File: config.mk
export PLATFORM = sky130hd
export DESIGN_NAME = wb_stage_flat
export DESIGN_NICKNAME = d
export VERILOG_FILES = /design/src/rtl/wb_stage_if.sv /design/src/rtl/wb_stage.sv /design/src/flat_wrapper.sv
export SDC_FILE = /design/constraint.sdc
export NUM_CORES = 1
export LEC_CHECK = 0
export ABC_AREA = 1
export ABC_CLOCK_PERIOD_IN_PS = 2000
export BUFFER_PORTS_ARGS = -buffer_cell sky130_fd_sc_hd__buf_2
export CAP_MARGIN = 10
export CORE_MARGIN = 2
export CORE_UTILIZATION = 50
export CTS_CLUSTER_DIAMETER = 30
export DETAILED_ROUTE_END_ITERATION = 8
export PLACE_DENSITY = 0.79
export SYNTH_ARGS = -nofsm -noshare
export SYNTH_HDL_FRONTEND = slang
export SYNTH_SLANG_ARGS = --single-unit
File: constraint.sdc
create_clock -name clk -period 2 [get_ports clk]
set_clock_uncertainty 0.15 [all_clocks]
set_input_delay 0.2 -clock clk [delete_from_list [all_inputs] [get_ports clk]]
set_output_delay 0.2 -clock clk [all_outputs]
set_load 0.05 [all_outputs]
File: src/rtl/wb_stage_if.sv
// MEM-to-writeback handshake bundle: one retiring instruction per valid/ready transfer.
// The MEM stage drives the master side; the writeback stage owns mem_ready.
interface wb_stage_if #(
  parameter int XLEN   = 32,
  parameter int ADDR_W = 5
);
  logic              mem_valid;
  logic              mem_ready;
  logic [ADDR_W-1:0] mem_rd;
  logic              mem_reg_we;
  logic [1:0]        mem_wb_sel;
  logic [XLEN-1:0]   mem_alu_res;
  logic [XLEN-1:0]   mem_pc;
  logic [2:0]        mem_funct3;

  modport master (
    output mem_valid, mem_rd, mem_reg_we, mem_wb_sel, mem_alu_res, mem_pc, mem_funct3,
    input  mem_ready
  );

  modport slave (
    input  mem_valid, mem_rd, mem_reg_we, mem_wb_sel, mem_alu_res, mem_pc, mem_funct3,
    output mem_ready
  );
endinterface

File: src/rtl/wb_stage.sv
// Writeback stage: retires instructions from MEM, waits for load data when needed,
// aligns/extends it and issues one registered register-file write pulse per instruction.
module wb_stage #(
  parameter int XLEN   = 32,
  parameter int ADDR_W = 5
) (
  input  logic              clk,
  input  logic              reset,
  wb_stage_if.slave         mem,
  input  logic              dmem_rvalid,
  input  logic [XLEN-1:0]   dmem_rdata,
  output logic              write_en,
  output logic [ADDR_W-1:0] write_addr,
  output logic [XLEN-1:0]   write_value,
  output logic              load_pending,
  output logic [ADDR_W-1:0] load_rd,
  output logic              exc_pulse,
  output logic [63:0]       instret
);

  typedef enum logic {
    IDLE,
    WAIT_LOAD
  } state_t;

  state_t            state;
  state_t            state_next;
  logic [ADDR_W-1:0] ld_rd;
  logic [1:0]        ld_off;
  logic [2:0]        ld_funct3;
  logic              ld_we;
  logic              accept;
  logic              done;
  logic              do_write;
  logic              do_exc;
  logic [ADDR_W-1:0] addr_next;
  logic [XLEN-1:0]   value_next;
  logic [7:0]        ld_byte;
  logic [15:0]       ld_half;
  logic [XLEN-1:0]   ld_value;
  logic              ld_bad;

  // Ready is held low while reset is asserted so every output reads 0 during reset.
  assign mem.mem_ready = reset && (state == IDLE);
  assign accept        = mem.mem_valid && mem.mem_ready;
  assign load_pending  = (state == WAIT_LOAD);
  assign load_rd       = load_pending ? ld_rd : '0;

  always_comb begin
    ld_byte  = dmem_rdata[7:0];
    ld_half  = ld_off[1] ? dmem_rdata[31:16] : dmem_rdata[15:0];
    ld_value = dmem_rdata;
    ld_bad   = 1'b0;
    case (ld_off)
      2'd0:    ld_byte = dmem_rdata[7:0];
      2'd1:    ld_byte = dmem_rdata[15:8];
      2'd2:    ld_byte = dmem_rdata[23:16];
      default: ld_byte = dmem_rdata[31:24];
    endcase
    case (ld_funct3)
      3'b000:  ld_value = {{(XLEN-8){ld_byte[7]}}, ld_byte};
      3'b100:  ld_value = {{(XLEN-8){1'b0}}, ld_byte};
      3'b001: begin
        ld_value = {{(XLEN-16){ld_half[15]}}, ld_half};
        ld_bad   = ld_off[0];
      end
      3'b101: begin
        ld_value = {{(XLEN-16){1'b0}}, ld_half};
        ld_bad   = ld_off[0];
      end
      3'b010: begin
        ld_value = dmem_rdata;
        ld_bad   = (ld_off != 2'd0);
      end
      default: ld_bad = 1'b1;
    endcase
  end

  always_ff @(posedge clk or negedge reset) begin
    if (!reset) state <= IDLE;
    else        state <= state_next;
  end

  // Non-loads complete on the accept edge; loads complete on the rvalid edge.
  always_comb begin
    state_next = state;
    done       = 1'b0;
    do_write   = 1'b0;
    do_exc     = 1'b0;
    addr_next  = write_addr;
    value_next = write_value;
    case (state)
      IDLE: begin
        if (accept) begin
          if (mem.mem_wb_sel == 2'b01) begin
            state_next = WAIT_LOAD;
          end else begin
            done = 1'b1;
            if (mem.mem_wb_sel == 2'b11) begin
              do_exc = 1'b1;
            end else begin
              do_write   = mem.mem_reg_we && (mem.mem_rd != '0);
              addr_next  = mem.mem_rd;
              value_next = (mem.mem_wb_sel == 2'b10) ? mem.mem_pc + XLEN'(4) : mem.mem_alu_res;
            end
          end
        end
      end
      WAIT_LOAD: begin
        if (dmem_rvalid) begin
          state_next = IDLE;
          done       = 1'b1;
          if (ld_bad) begin
            do_exc = 1'b1;
          end else begin
            do_write   = ld_we && (ld_rd != '0);
            addr_next  = ld_rd;
            value_next = ld_value;
          end
        end
      end
      default: state_next = IDLE;
    endcase
  end

  // Write address/value only move on a real write so the forwarding source stays stable.
  always_ff @(posedge clk or negedge reset) begin
    if (!reset) begin
      write_en    <= 1'b0;
      write_addr  <= '0;
      write_value <= '0;
      exc_pulse   <= 1'b0;
      instret     <= 64'd0;
      ld_rd       <= '0;
      ld_off      <= 2'd0;
      ld_funct3   <= 3'd0;
      ld_we       <= 1'b0;
    end else begin
      write_en  <= do_write;
      exc_pulse <= do_exc;
      if (do_write) begin
        write_addr  <= addr_next;
        write_value <= value_next;
      end
      if (done) instret <= instret + 64'd1;
      if (accept && (mem.mem_wb_sel == 2'b01)) begin
        ld_rd     <= mem.mem_rd;
        ld_off    <= mem.mem_alu_res[1:0];
        ld_funct3 <= mem.mem_funct3;
        ld_we     <= mem.mem_reg_we;
      end
    end
  end

endmodule

File: src/flat_wrapper.sv
// flat-port wrapper written by rule: the top's interface ports become plain ports
module wb_stage_flat 
#(
  parameter int XLEN   = 32,
  parameter int ADDR_W = 5
)
  (clk, reset, dmem_rvalid, dmem_rdata, write_en, write_addr, write_value, load_pending, load_rd, exc_pulse, instret, mem_mem_valid, mem_mem_rd, mem_mem_reg_we, mem_mem_wb_sel, mem_mem_alu_res, mem_mem_pc, mem_mem_funct3, mem_mem_ready);
  wb_stage_if #(.XLEN(XLEN), .ADDR_W(ADDR_W)) mem_i ();
  input  logic clk;
  input  logic reset;
  input  logic dmem_rvalid;
  input  logic [XLEN-1:0] dmem_rdata;
  output logic write_en;
  output logic [ADDR_W-1:0] write_addr;
  output logic [XLEN-1:0] write_value;
  output logic load_pending;
  output logic [ADDR_W-1:0] load_rd;
  output logic exc_pulse;
  output logic [63:0] instret;
  input wire logic [$bits(mem_i.mem_valid)-1:0] mem_mem_valid;
  input wire logic [$bits(mem_i.mem_rd)-1:0] mem_mem_rd;
  input wire logic [$bits(mem_i.mem_reg_we)-1:0] mem_mem_reg_we;
  input wire logic [$bits(mem_i.mem_wb_sel)-1:0] mem_mem_wb_sel;
  input wire logic [$bits(mem_i.mem_alu_res)-1:0] mem_mem_alu_res;
  input wire logic [$bits(mem_i.mem_pc)-1:0] mem_mem_pc;
  input wire logic [$bits(mem_i.mem_funct3)-1:0] mem_mem_funct3;
  output wire logic [$bits(mem_i.mem_ready)-1:0] mem_mem_ready;
  assign mem_i.mem_valid = mem_mem_valid;
  assign mem_i.mem_rd = mem_mem_rd;
  assign mem_i.mem_reg_we = mem_mem_reg_we;
  assign mem_i.mem_wb_sel = mem_mem_wb_sel;
  assign mem_i.mem_alu_res = mem_mem_alu_res;
  assign mem_i.mem_pc = mem_mem_pc;
  assign mem_i.mem_funct3 = mem_mem_funct3;
  assign mem_mem_ready = mem_i.mem_ready;
  wb_stage #(.XLEN(XLEN), .ADDR_W(ADDR_W)) u_core (.clk(clk), .reset(reset), .mem(mem_i), .dmem_rvalid(dmem_rvalid), .dmem_rdata(dmem_rdata), .write_en(write_en), .write_addr(write_addr), .write_value(write_value), .load_pending(load_pending), .load_rd(load_rd), .exc_pulse(exc_pulse), .instret(instret));
endmodule
* Word level (Yosys, flattened, before mapping)
Index checks and enable logic that the tools add are counted.
Cells by class: add/sub/neg operators 2, $mul 0, divide/modulo/power cells 0, order comparisons 0, eq/ne operators 14, shifts and indexed selects 0, mux-type cells 38, bitwise gates (word level) 1, reduce and logical (&&, ||, !) cells 13
Operators with widths (count):
- two-way mux 32 bit | 6
- one-hot mux 32 bit (4 select lines) | 1
- adder 64 x 1 -> 64 bit (second input constant) | 1
- one-hot mux 32 bit (2 select lines) | 1
- adder 32 x 3 -> 32 bit (second input constant) | 1
- two-way mux 5 bit | 6
- one-hot mux 8 bit (3 select lines) | 1
- two-way mux 1 bit | 16
- two-way mux 16 bit | 1
- one-hot mux 5 bit (2 select lines) | 1
- nonzero test 5 bit | 2
- != test 2 bit (second input constant) | 4
- one-hot mux 1 bit (2 select lines) | 4
- equality test 2 bit (second input constant) | 3
- equality test 3 bit (second input constant) | 2
- AND reduction 6 bit | 1
- logical AND 1 bit | 5
- equality test 2 x 1 -> 1 bit (second input constant) | 2
- OR reduction 2 bit | 2
- equality test 3 x 1 -> 1 bit (second input constant) | 1
- equality test 3 x 2 -> 1 bit (second input constant) | 1
- zero test 3 bit | 1
- one-hot mux 1 bit (3 select lines) | 1
- zero test 2 bit | 1
- 3 further kinds | 3
Word-level totals: register bits after elaboration 115, bits in latches 0, RAM bits 0, bits in read-only memories 0, input port bits 111, output and inout bits 110, word-level logic and storage cells 78, memories kept 0

* Depth between registers and ports, before layout
Gate-level depths: netlist of the first run.
depth in word-level cells 7, gate-level depth with buffers 12, depth with buffers taken out 12

* Worst setup path before layout of the first run
Ideal clock, no wire load.
path type register to register, from register u_core.state, in the netlist u_core.load_pending, to register u_core.write_addr[1], library setup time 0.123 ns, arrival 2.043 ns, data required time 1.727 ns, path slack -0.316 ns, cell stages (with the launch flop) 10, cells stage by stage dfrtp_1 nor2_2 nand2_1 nor2_1 nand3_1 o21ai_4 inv_2 buf_2 nand2_1 o21ai_1
On the way: cells in the longest elaborated chain, start to end 6
Ends and longest elaborated chain:
- from (decl) | RTL line wb_stage.sv:26 | state_t state;
- from (signal assigned) | RTL line wb_stage.sv:81 | else state <= state_next;
- inverter 1 bit (*) | RTL line wb_stage.sv:44 | assign mem.mem_ready = reset && (state == IDLE);
- logical AND 1 bit (*) | RTL line wb_stage.sv:44
- net mem_mem_ready | RTL line flat_wrapper.sv:27 | output wire logic [$bits(mem_i.mem_ready)-1:0] mem_mem_ready;
- logical AND 1 bit (*) | RTL line wb_stage.sv:45 | assign accept = mem.mem_valid && mem.mem_ready;
- two-way mux 1 bit | RTL line wb_stage.sv:94 | if (accept) begin
- one-hot mux 1 bit (2 select lines) | RTL line wb_stage.sv:92 | case (state)
- AND reduction 6 bit (no line) (*)
- to (signal assigned) | RTL line wb_stage.sv:142 | write_addr <= addr_next;
- to (decl) | RTL line wb_stage.sv:13 | output logic [ADDR_W-1:0] write_addr,
Mark *: on every way through the listed nets, which the timed path passes. The rest lies on a longest branch. A chain may end at the register's enable or synchronous reset.

* Final worst setup path of the first run
from register u_core.instret[8], to register u_core.instret[48]
On the way: cells in the longest elaborated chain, start to end 1
Ends and longest elaborated chain:
- from (decl) | RTL line wb_stage.sv:18 | output logic [63:0] instret
- from (signal assigned) | RTL line wb_stage.sv:145 | if (done) instret <= instret + 64'd1;
- adder 64 x 1 -> 64 bit | RTL line wb_stage.sv:145
No other way between the ends.

==> results of run 1 <==
==> report_power, final <==
part           total [mW]  internal [mW]  leakage [nW]  switching [mW]
Sequential           3.08           2.74          1.50           0.338
Clock                3.10           1.88         0.277            1.22
Combinational        3.53          0.938          3.92            2.59
Total                9.70           5.56          5.69            4.14
==> logic make-up (layout without fill, tap and decap cells) <==
family | Yosys count | in the layout | synth area share [%]
AO/OA/AOI/OAI | 146 | 146 | 9.17
XOR/XNOR | 32 | 32 | 3.30
flip-flops | 115 | 115 | 33.9
adder cells (fa/ha/maj) | 2 | 2 | 0.295
buffers and inverters | 179 | 463 | 8.42
AND/OR/NAND/NOR | 951 | 951 | 44.8
multiplexers | 1 | 1 | 0.133
==> stage by stage <==
step,std cells,total power [mW],area [µm²],hold slack [ns],worst slack [ns]
final,1930,9.70,11100,0.0151,0.0722
after CTS,1929,9.67,10900,0.00684,0.0159
after detailed placement,1869,6.52,10000,0.225,0.0332
after global placement,1869,6.49,10000,0.222,0.0549
after global routing,1930,10.1,11100,0.0497,-0.0251
after floorplan,1426,5.42,8500,-0.246,0.00971
==> synth_stat cells, drive strengths merged, types with 12 or more instances <==
| master | number | area (µm²) |
|---|---|---|
| nand2 | 618 | 2330 |
| nor2 | 233 | 925 |
| inv | 126 | 473 |
| dfrtp | 115 | 2880 |
| nand3 | 86 | 440 |
| o21ai | 72 | 372 |
| a21oi | 60 | 300 |
| buf | 28 | 148 |
| xor2 | 18 | 158 |
| xnor2 | 14 | 123 |
| clkinv | 13 | 48.8 |
| clkbuf | 12 | 45.0 |
==> worst max-delay path, stage by stage (launching register included) <==
cell	delay, ns
dfrtp_1	0.45
nand2_1	0.21
nor2_2	0.20
nand2_1	0.09
nor2_2	0.17
nand3_1	0.19
nand2_1	0.10
inv_1	0.04
o21ai_0	0.15
nand2_1	0.07
==> flip-flops by register name, indices dropped and copies added, names as in the netlist, 2 cells and up <==
| register | flops |
|---|---|
| u_core.instret | 64 |
| u_core.write_value | 32 |
| u_core.ld_rd | 5 |
| u_core.write_addr | 5 |
| u_core.ld_funct3 | 3 |
| u_core.ld_off | 2 |
==> layout make-up <==
type	count	area, µm²	area share [%]
Multi-Input combinational cell	1132	5030	45.5
Inverter	139	524	4.74
Timing Repair Buffer	292	1750	15.8
Clock buffer	19	443	4.01
Sequential cell	115	2890	26.1
Clock inverter	13	148	1.34
Tap cell	220	275	2.49
==> what timing repair did <==
| item | 4_1_cts | 5_1_grt |
|---|---|---|
| hold buffers | 28 | 0 |
| setup endpoints to repair | 4 | 71 |
| buffers inserted | 0 | 1 |
| pin swaps | 0 | 2 |
| resized for setup | 1 | 48 |
| endpoints found under the hold margin | 145 | 0 |
==> per-layer routing <==
layer / vias up / share of wire, %
met2: 513 / 44
li1: 4964 / -
met5: - / 0
met3: 71 / 9.4
met4: 0 / 2.4
met1: 4638 / 44
==> path summary, 6_finish.rpt <==
path | from | to | slack, ns
max in group asynchronous | reset | u_core.load_pending | 0.85
min | dmem_rdata[6] | u_core.write_value[6] | 0.02
min reg2reg | u_core.write_value[7] | u_core.write_value[7] | 0.33
max | u_core.instret[8] | u_core.instret[48] | 0.07
min in group asynchronous | reset | u_core.instret[30] | 0.32
max reg2reg | u_core.instret[8] | u_core.instret[48] | 0.07
==> flow_metrics.py, run 1 <==
metrics = {
    "synth": {
        "synth_flop_cell": "dfrtp_1",
        "syn_avg_cell_area_um2": 5.95,
        "yosysWarnings": 0,
        "synth_edf_count": 0,
        "synth_area_um2": 8490,
        "syn_nets": 1539,
        "async_flop_share_pct": 100,
        "yosysSeqAreaShare_pct": 33.9,
        "yosys_register_bits": 115,
        "synth_cells": 1426,
        "yosysUniqueCellTypes": 37,
    },
    "worst_setup_path": {
        "start_kind": "flip-flop",
        "criticalPathCategory": "flip-flop to flip-flop",
        "cp.required_ns": 2.16,
        "worstRegToRegCells": 9,
        "cp-end-kind": "flip-flop",
        "cp.arrival_ns": 2.09,
        "cp_max_fo": 4,
    },
    "floorplanning": {
        "die_x_um": 134,
        "initial_core_util_pct": 51.2,
        "die_y_um": 134,
        "coreArea_um2": 16600,
        "io_pins": 221,
        "rows": 47,
        "die-area_um2": 18000,
    },
    "clock_tree": {
        "cts_root_buf": "clkbuf_16",
        "cts.sinks": 115,
        "max-clock-path-buffers": 2,
        "h-tree-depth": 4,
        "cts_tree": "yes",
        "clkLatencyLatePin_ns": 0.42,
        "cts_inserted_buffers": 17,
        "clk_pin_slew_ns": 0.06,
    },
    "drt": {
        "num_vias": 10200,
        "wl_um": 31700,
        "dr.first_iter.drc_count": 1198,
        "firstDrtPassIters": 6,
        "ant_nets": 0,
        "route.detailed.drc": 0,
        "viasPerCell": 5.28,
        "wl_per_cell_um": 16.4,
    },
    "finish": {
        "fin_util_pct": 66.7,
        "syn_to_final_growth_pct": 30.3,
        "final_cell_mix": "610 x nand2_1, 219 x buf_2, 195 x nor2_1, 117 x inv_1, 107 x dfrtp_1",
        "layout_commonest_cell": "nand2_1",
        "final_nets": 1810,
        "drive_gt1_share_pct": 21.5,
        "antenna_cells": 0,
        "fill_cells": 1583,
    },
    "global_routing": {
        "globalRouteTotalUtil_pct": 35.2,
        "grt_util_met2_pct": 54.5,
        "grt_pass1_wl_um": 49400,
        "grt_max_degree": 116,
        "first_global_vias": 9327,
        "grt.busiest_layer": "met2",
        "grt.met1_usage_pct": 50.6,
        "grtUsageMet3_pct": 5.74,
        "overflow": 0,
        "antenna_found_initial": 0,
    },
    "timing": {
        "setup_viol": 0,
        "setup_tns_ns": 0,
        "fin_crit_sh_pct": 96.4,
        "rsz0062_at_grt": "yes",
        "drv_slew": 0,
        "hold_violations": 0,
        "fmax_mhz": 519,
        "tightestPinTransition_ns": 0.642,
        "slew_headroom_pct": 57.2,
        "timing.final.crit_period_ns": 1.93,
    },
    "place": {
        "routabilityCongestion": 0.962,
        "dpl.hpwl_um": 24100,
        "portBuffers": 220,
    },
    "status": {
        "outcome": "finished clean",
    },
    "min_path": {
        "hold_class": "primary input to flip-flop",
        "hold_depth": 5,
    },
    "job": {
        "drv_cap": 0,
    },
    "power_and_ir_drop": {
        "vdd_ir_drop_max_v": 0.00103,
        "power.density_nw_per_um2": 877,
        "p_leak_nw": 5.69,
    },
}
Power figures use the tool's default switching activity.
==> run 2, diff against run 1 <==
Settings changed: REMOVE_ABC_BUFFERS set to 1.
==> run 2 against run 1 <==
- count of clock-buffer cells in the layout rose by 3
- maximum frequency fell by 3.1%
- register-to-register slack got worse by 0.06 ns
- worst hold slack improved by 0.0084 ns
- combinational power fell by 2%
- sequential share of layout area rose by 0.082 points
- power rose by 2.9%
- flip-flop and latch count did not move
- core utilization fell by 0.32 points
- first-iteration DRC count fell by 16%
- final cell count fell by 0.36%
- sequential power barely moved
- largest power group unchanged
==> flow_metrics.py, run 2 (synthesis gave the netlist of run 1 again) <==
metrics = {
    "worst_setup_path": {
        "cp_slowest_cell": "dlygate4sd3_1",
        "critPathMaxStageDelay_ns": 0.56,
        "worstReg2RegEnd": "u_core.load_pending",
        "cp.required_ns": 2.16,
        "start_kind": "flip-flop",
        "worstRegToRegCells": 4,
        "worstReg2RegStart": "u_core.load_pending",
        "cp-end-kind": "flip-flop",
        "criticalPathCategory": "flip-flop to flip-flop",
        "crit_chain": "inv_2 > buf_4 > o22ai_1 > dlygate4sd3_1",
        "reg2reg_slack_ns": 0.01,
        "cp.arrival_ns": 2.15,
        "cp_max_fo": 28,
    },
    "drt": {
        "dr.first_iter.drc_count": 1001,
        "ant_nets": 0,
        "num_vias": 10200,
        "route.detailed.drc": 0,
        "viasPerCell": 5.31,
        "firstDrtPassIters": 6,
        "wl_per_cell_um": 15.3,
        "wl_um": 29500,
    },
    "min_path": {
        "min_to": "u_core.write_value[29]",
        "hold_start": "mem_mem_alu_res[29]",
        "hold_depth": 5,
        "hold_class": "primary input to flip-flop",
    },
    "place": {
        "portBuffers": 220,
        "routabilityCongestion": 1.02,
        "place_ws_ns": 0.0651,
        "dpl.hpwl_um": 22400,
        "dpl-instance-area_um2": 9950,
        "dp_cells": 1859,
    },
    "timing": {
        "rsz0062_at_grt": "yes",
        "timing.final.crit_period_ns": 1.99,
        "tightestPinTransition_ns": 0.608,
        "fmax_mhz": 503,
        "hold_violations": 0,
        "whs_ns": 0.0235,
        "setup_viol": 0,
        "fin_crit_sh_pct": 99.4,
        "layout_setup_ws_ns": 0.0113,
        "drv_slew": 0,
        "slew_headroom_pct": 59.5,
    },
    "clock_tree": {
        "cts_tree": "yes",
        "clk_pin_slew_ns": 0.06,
        "cts_inserted_buffers": 17,
        "clkLatencyLatePin_ns": 0.42,
        "h-tree-depth": 4,
        "max-clock-path-buffers": 2,
        "cts.sinks": 115,
        "cts_root_buf": "clkbuf_16",
    },
    "finish": {
        "fill_cells": 1507,
        "regMostFlops": "u_core.instret",
        "top_regs": "u_core.instret x64, u_core.write_value x32",
        "final_area_um2": 11000,
        "fin_cells": 1923,
        "final_nets": 1804,
        "largest_reg_flops": 64,
        "drive_gt1_share_pct": 19.9,
        "final_cell_mix": "612 x nand2_1, 219 x buf_2, 208 x nor2_1, 117 x inv_1, 111 x dfrtp_1",
        "antenna_cells": 0,
        "layout_commonest_cell": "nand2_1",
        "syn_to_final_growth_pct": 29.7,
    },
    "global_routing": {
        "antenna_found_initial": 1,
        "first_global_vias": 9595,
        "overflow": 0,
        "grt_max_degree": 116,
        "grt_pass1_wl_um": 46400,
        "globalRouteTotalUtil_pct": 32.6,
    },
    "floorplanning": {
        "die-area_um2": 18000,
        "rows": 47,
        "coreArea_um2": 16600,
        "die_x_um": 134,
        "initial_core_util_pct": 51.2,
        "io_pins": 221,
        "die_y_um": 134,
    },
    "status": {
        "outcome": "finished clean",
    },
    "power_and_ir_drop": {
        "power_mw": 9.98,
        "power.density_nw_per_um2": 907,
        "vdd_ir_drop_max_v": 0.000724,
        "p_leak_nw": 5.70,
    },
    "job": {
        "drv_cap": 0,
    },
}
## run 2: cell type report
| class | count | area, µm² | area share [%] |
|---|---|---|---|
| clock buffer | 22 | 484 | 4.40 |
| clock inverter | 9 | 175 | 1.59 |
| inverter | 139 | 524 | 4.76 |
| multi-input combinational | 1132 | 4960 | 45.1 |
| sequential | 115 | 2880 | 26.2 |
| tap | 220 | 275 | 2.50 |
| timing repair buffer | 286 | 1700 | 15.5 |
## run 2: how the worst max path moves through the flow
stage,startpoint,to,cells after the start
2_1_floorplan,u_core.load_pending,u_core.instret[4],7
3_3_place_gp,u_core.instret[7],u_core.instret[59],9
3_5_place_dp,u_core.ld_off[1],u_core.write_addr[3],8
4_1_cts,u_core.load_pending,load_pending,2
5_1_grt,u_core.instret[16],u_core.instret[38],9
6_report,u_core.load_pending,u_core.load_pending,4
## run 2: layer usage
layer | track usage (%) | up-vias | share of wire, %
met5 | 0 | - | 0.044
met4 | 13.7 | 2 | 3.4
met3 | 7.22 | 81 | 10
met2 | 54.6 | 580 | 47
met1 | 40.6 | 4598 | 39
li1 | - | 4951 | -
## run 2: critical path: cells and delay by family (launching register included)
family | cells | cell delay, ns
flip-flops | 1 | 0.44
buffers and inverters | 3 | 1.19
AO/OA/AOI/OAI | 1 | 0.10
## run 2: what timing repair did
| action | 4_1_cts | 5_1_grt |
|---|---|---|
| setup buffers | 0 | 3 |
| hold buffers | 30 | 0 |
| resized for setup | 0 | 27 |
| endpoints found under the hold margin | 147 | 0 |
| endpoints found under the setup margin | 0 | 65 |
## run 2: report_power, final
group          internal (mW)  total [mW]  switching [mW]
combinational          0.927        3.46            2.53
clock                   2.33        3.41            1.08
sequential              2.74        3.11           0.368
total                   6.00        9.98            3.98
## run 2: stage by stage
stage               util (%)  TNS [ns]
floorplan                  -   -116.15
global placement        60.0         0
detailed placement      60.0         0
CTS                     65.8         0
global route            66.3    -0.277
finish                  66.3         0
